## src/rtl/tetris_score_pkg.sv

```systemverilog
// rtl/tetris_score_pkg.sv - score addends, FSM encoding and single-digit BCD add
package tetris_score_pkg;

  localparam logic [15:0] ADDEND_1_LINE  = 16'h0010;
  localparam logic [15:0] ADDEND_2_LINES = 16'h0030;
  localparam logic [15:0] ADDEND_3_LINES = 16'h0050;
  localparam logic [15:0] ADDEND_4_LINES = 16'h0080;
  localparam logic [15:0] ADDEND_DROP    = 16'h0001;

  typedef enum logic [1:0] {
    IDLE   = 2'd0,
    ADD    = 2'd1,
    COMMIT = 2'd2
  } score_fsm_e;

  // Returns {cout, digit}; a decimal carry is corrected by adding 6.
  function automatic logic [4:0] bcd_digit_add(input logic [3:0] a, input logic [3:0] b,
                                                input logic cin);
    logic [4:0] sum;
    sum = {1'b0, a} + {1'b0, b} + {4'b0000, cin};
    if (sum > 5'd9) begin
      bcd_digit_add = {1'b1, 4'(sum + 5'd6)};
    end else begin
      bcd_digit_add = {1'b0, sum[3:0]};
    end
  endfunction

  function automatic logic [15:0] lines_addend(input logic [2:0] cnt);
    case (cnt)
      3'd1:    lines_addend = ADDEND_1_LINE;
      3'd2:    lines_addend = ADDEND_2_LINES;
      3'd3:    lines_addend = ADDEND_3_LINES;
      3'd4:    lines_addend = ADDEND_4_LINES;
      default: lines_addend = 16'h0000;
    endcase
  endfunction

endpackage

```

## src/rtl/bcd_digit_adder.sv

```systemverilog
// rtl/bcd_digit_adder.sv - one-digit combinational BCD adder
module bcd_digit_adder
  import tetris_score_pkg::*;
(
  input  logic [3:0] a,
  input  logic [3:0] b,
  input  logic       cin,
  output logic [3:0] sum,
  output logic       cout
);

  always_comb begin
    {cout, sum} = bcd_digit_add(a, b, cin);
  end

endmodule

```

## src/rtl/bcd_score_keeper.sv

```systemverilog
// rtl/bcd_score_keeper.sv - digit-serial packed-BCD score and high score keeper
module bcd_score_keeper
  import tetris_score_pkg::*;
#(
  parameter int                    NUM_DIGITS = 4,
  parameter logic [4*NUM_DIGITS-1:0] SAT_VALUE  = 16'h9999
) (
  input  logic                    clk,
  input  logic                    rst,
  input  logic                    game_clr,
  input  logic                    lines_valid,
  input  logic [2:0]              lines_cnt,
  input  logic                    drop_pt,
  output logic                    busy,
  output logic [4*NUM_DIGITS-1:0] score,
  output logic [4*NUM_DIGITS-1:0] hi_score,
  output logic                    saturated
);

  localparam int W = 4 * NUM_DIGITS;
  localparam int IDX_W = (NUM_DIGITS > 1) ? $clog2(NUM_DIGITS) : 1;
  localparam logic [IDX_W-1:0] LAST_IDX = IDX_W'(NUM_DIGITS - 1);

  score_fsm_e       state;
  logic [W-1:0]     addend;
  logic [W-1:0]     work;
  logic [IDX_W-1:0] dig_idx;
  logic             carry;
  logic             pend_drop;

  logic             idle;
  logic             lines_ok;
  logic             lines_take;
  logic             drop_take;
  logic             pend_take;
  logic [3:0]       dig_a;
  logic [3:0]       dig_b;
  logic [3:0]       dig_sum;
  logic             dig_cout;

  assign idle = (state == IDLE);
  assign busy = !idle;

  always_comb begin
    lines_ok   = lines_valid && (lines_cnt >= 3'd1) && (lines_cnt <= 3'd4);
    lines_take = idle && lines_ok;
    drop_take  = idle && !lines_ok && drop_pt;
    pend_take  = idle && !lines_ok && !drop_pt && pend_drop;
  end

  // The single adder walks the digits; score is only written in COMMIT.
  always_comb begin
    dig_a = score[{dig_idx, 2'b00} +: 4];
    dig_b = addend[{dig_idx, 2'b00} +: 4];
  end

  bcd_digit_adder u_digit (
    .a    (dig_a),
    .b    (dig_b),
    .cin  (carry),
    .sum  (dig_sum),
    .cout (dig_cout)
  );

  always_ff @(posedge clk or posedge rst) begin
    if (rst) begin
      state     <= IDLE;
      addend    <= '0;
      work      <= '0;
      dig_idx   <= '0;
      carry     <= 1'b0;
      pend_drop <= 1'b0;
      score     <= '0;
      hi_score  <= '0;
      saturated <= 1'b0;
    end else if (game_clr) begin
      // Packed BCD orders the same as binary, so a plain compare works.
      hi_score  <= (score > hi_score) ? score : hi_score;
      score     <= '0;
      saturated <= 1'b0;
      pend_drop <= 1'b0;
      state     <= IDLE;
      dig_idx   <= '0;
      carry     <= 1'b0;
    end else begin
      case (state)
        IDLE: begin
          if (lines_take || drop_take || pend_take) begin
            addend  <= lines_take ? W'(lines_addend(lines_cnt)) : W'(ADDEND_DROP);
            dig_idx <= '0;
            carry   <= 1'b0;
            state   <= ADD;
          end
        end
        ADD: begin
          work[{dig_idx, 2'b00} +: 4] <= dig_sum;
          carry   <= dig_cout;
          dig_idx <= dig_idx + 1'b1;
          if (dig_idx == LAST_IDX) begin
            state <= COMMIT;
          end
        end
        COMMIT: begin
          if (carry) begin
            score     <= SAT_VALUE;
            saturated <= 1'b1;
          end else begin
            score <= work;
          end
          state <= IDLE;
        end
        default: state <= IDLE;
      endcase

      if (pend_take) begin
        pend_drop <= 1'b0;
      end else if (drop_pt && (!idle || lines_ok)) begin
        pend_drop <= 1'b1;
      end
    end
  end

endmodule

```

## config.mk

```make
export PLATFORM = sky130hd
export DESIGN_NAME = bcd_score_keeper
export DESIGN_NICKNAME = d
export VERILOG_FILES = /design/src/rtl/tetris_score_pkg.sv /design/src/rtl/bcd_digit_adder.sv /design/src/rtl/bcd_score_keeper.sv
export SDC_FILE = /design/constraint.sdc
export NUM_CORES = 1
export LEC_CHECK = 0
export CAP_MARGIN = 0
export CELL_PAD_IN_SITES_DETAIL_PLACEMENT = 1
export CELL_PAD_IN_SITES_GLOBAL_PLACEMENT = 2
export CORE_UTILIZATION = 32
export DETAILED_ROUTE_END_ITERATION = 8
export PLACE_DENSITY = 0.77
export SETUP_SLACK_MARGIN = 0.3
export SLEW_MARGIN = 30
export SYNTH_ARGS = -nofsm -noshare
export SYNTH_HDL_FRONTEND = slang
export SYNTH_HIERARCHICAL = 1
export SYNTH_SLANG_ARGS = --single-unit
```

## constraint.sdc

```tcl
create_clock -name clk -period 3.5 [get_ports clk]
set_input_delay 0.7 -clock clk [delete_from_list [all_inputs] [get_ports clk]]
set_output_delay 0.7 -clock clk [all_outputs]
set_load 0.02 [all_outputs]
```

==> flow_summary.yaml, run 1 <==
status:
  outcome: "complete, no violations"
routing:
  viasPerCell: 5.03
  drt_iter0_markers: 76
  topRoutingLayerUsed: "met4"
  drc: 0
  vias: 2616
  dr_wl_met2_um: 4260
  wl_um: 8870
  antenna_left: 0
  wl_met1_um: 4170
  routedWlPerCell_um: 17.1
  drt_pre_antenna_iters: 4
  dr_wl_met3_um: 241
logic_synthesis:
  synthCells: 328
  synth_nets: 364
  synth_cell_types: 46
  synth_seq_cells: 60
  ys_top_cells_by_area: "dfrtp_1 (45%), ha_1 (9.8%), nand2_1 (4.9%)"
  synth_top_area_cell: "dfrtp_1"
  yosysSeqAreaShare_pct: 45.2
  async_flop_share_pct: 100
  synthTopCellsByCount: "dfrtp_1 (60), nand2_1 (43), inv_1 (27)"
  synth_edf_count: 0
  synthesis.area_um2: 3320
  synth_ff_type: "dfrtp_1"
  synth.most_common_cell: "dfrtp_1"
  ys_warn_count: 6
  synth_top_area_share_pct: 45.2
  postSynthAreaPerCell_um2: 10.1
timing:
  clock_skew_ps: 12.1
  finalHoldViolations: 0
  worst_pin_slew_ps: 901
  relSlewSlack_pct: 39.9
  fmax_mhz: 305
  fin_crit_sh_pct: 93.6
  drv_slew: 0
  period_minus_slack_ps: 3270
  setup_violations: 0
  rsz0062_at_grt: "true"
  fin_setup_tns_ps: 0
global_routing:
  grt_pass1_vias: 2822
  grt_first_pass_wirelength_um: 14600
  grt_max_degree: 34
  antenna_found_initial: 0
  grtUsageTotal_pct: 17.3
  grt_remaining_overflow: 0
worst_hold_path:
  min_path_type: "flop to flop"
placement:
  routabilityCongestion: 0.758
  port_buffers: 41
  dp.final_hpwl_um: 6530
power:
  p_leak_nw: 1.86
  peakVddDrop_uv: 230
  power_density_nw_per_um2: 508
  totalPowerFinal_w: 0.00217
cells_and_area:
  regArea_um2: 1500
  utilization_pct: 43.0
  drive_gt1_share_pct: 15.0
  fin_nets: 419
  fillCellCount: 1136
  multiInputGateArea_um2: 1750
  n_antenna_cell: 0
  area_delta_synth_final_pct: 28.3
floorplan:
  core_area_um2: 9910
  start_util_pct: 33.5
  die_w_um: 104
  ios: 42
  die_h_um: 104
  rows: 36
  dieArea_um2: 10800
cts:
  cts_buffers: 9
  cts.clk_slew.worst_paths_ps: 60
  cts_max_path_buffers: 2
  h-tree-depth: 3
  cts_root_buffer: "clkbuf_8"
  clock_latency_ps: 350
  cts_tree: "built"
  cts_num_sinks: 60
worst_setup_path:
  cp_top_family: "adder cells"
  worstPathMaxFanout: 4
  slowest_delay_ps: 570
  cp.required_ps: 3760
  crit_path_frequent_cell: "fa_2"
  crit_path_cell_trace: "mux4_2, fa_2, fa_2, inv_4, ha_4, nor2b_4, a31o_1, o31ai_4, mux2i_2, nand2_1, o21ai_1"
  path_buf_inv: 1
  setup.worst_path.start_class: "flop"
  cp.arrival_ps: 3540
  critPathSlowestCell: "fa_2"
  worstSetupPathType: "flop to flop"
  worstSetupEndpointType: "flop"
job:
  timing.max_cap.violations: 0
-- registers in the layout, summed over array words and instances, names as in the netlist --
name and flops:
score 16, hi_score 16, pend_drop 1, saturated 1, state 2, addend 5
carry 1, work 16, dig_idx 2
-- stage by stage --
step                      setup WS, ps  instance area (um^2)  std cells  hold slack (ps)
after floorplan                    216                  3360        328              442
after global placement             213                  3930        497              463
after detailed placement          94.6                  3930        497              468
after CTS                          217                  4210        518              485
after global routing              75.8                  4260        520              502
final                              225                  4260        520              483
-- layout make-up --
type                    instances  share of cell area, %
multi-input cells             230                   41.2
flip-flops and latches         60                   35.2
repair buffers                 55                   12.5
well taps                     133                   3.90
clock buffers                   9                   2.91
inverters                      27                   2.44
clock inverters                 6                   1.88
-- what timing repair did --
item	in CTS	in global routing
pin swaps	2	2
resized for setup	6	6
setup buffers	6	2
setup endpoints to repair	12	12
hold buffers	0	0
-- worst register-to-register path, cell delays in order, from the launching register on --
cell	delay, ps
dfrtp_1	380
mux4_2	530
fa_2	370
fa_2	570
inv_4	50
ha_4	150
nor2b_4	110
a31o_1	230
o31ai_4	230
mux2i_2	320
nand2_1	110
o21ai_1	140
-- report_power, final --
part           leakage (nW)  total (W)  switching, W  internal (W)
clock network         0.109   0.000674      0.000282      0.000392
logic                 0.917   0.000703      0.000395      0.000308
registers             0.830   0.000788     0.0000407      0.000747
total                  1.86    0.00217      0.000718       0.00145
-- path summary, 6_finish.rpt --
path                                   startpoint                     to  slack (ps)  depth (start not counted)
min in group asynchronous                     rst   work[14]$_DFFE_PP0P_         770                          2
max in group asynchronous                     rst  addend[0]$_DFFE_PP0P_        2100                          3
min reg2reg                   work[9]$_DFFE_PP0P_    work[9]$_DFFE_PP0P_         480                          2
max reg2reg                dig_idx[0]$_DFFE_PP0P_    work[6]$_DFFE_PP0P_         230                         11
min                           work[9]$_DFFE_PP0P_    work[9]$_DFFE_PP0P_         480                          2
max                        dig_idx[0]$_DFFE_PP0P_    work[6]$_DFFE_PP0P_         230                         11
-- cells in the final DEF (no fill, tap or decap), types with 4 or more instances in the layout --
cell / count
dfrtp_1: 60
nand2_1: 43
clkdlybuf4s50_1: 41
inv_1: 25
ha_1: 25
nor2_1: 24
a21oi_1: 20
nor3_1: 19
o21ai_0: 16
mux2_1: 14
buf_4: 12
nor3b_1: 11
clkbuf_8: 9
o21ai_1: 6
nand4_1: 4
mux4_2: 4
mux2_2: 4
clkinv_2: 4
-- per-layer routing --
layer,global-route usage [%],up-vias
li1,-,1264
met1,21.9,1287
met2,28.8,51
met3,2.94,14
met4,8.06,0
met5,0,-
-- cells by family after synthesis --
logic type / Yosys count / synth area share, %
XOR/XNOR: 2 / 0.528
multiplexers: 24 / 9.42
AO/OA/AOI/OAI: 59 / 11.6
buffers and inverters: 38 / 4.60
flip-flops: 60 / 45.2
adder cells (fa/ha/maj): 28 / 11.0
AND/OR/NAND/NOR: 117 / 17.7
(Power assumes the default switching activity.)
==> run 2, diff against run 1 <==
--- a/config.mk
+++ b/config.mk
@@ -10,6 +10,7 @@
 export CELL_PAD_IN_SITES_GLOBAL_PLACEMENT = 2
 export CORE_UTILIZATION = 32
 export DETAILED_ROUTE_END_ITERATION = 8
+export HOLD_SLACK_MARGIN = 0.06
 export PLACE_DENSITY = 0.77
 export SETUP_SLACK_MARGIN = 0.3
 export SLEW_MARGIN = 30
==> results of run 2 <==
Same layout as run 1: the final DEF is identical, and so are final timing and power.
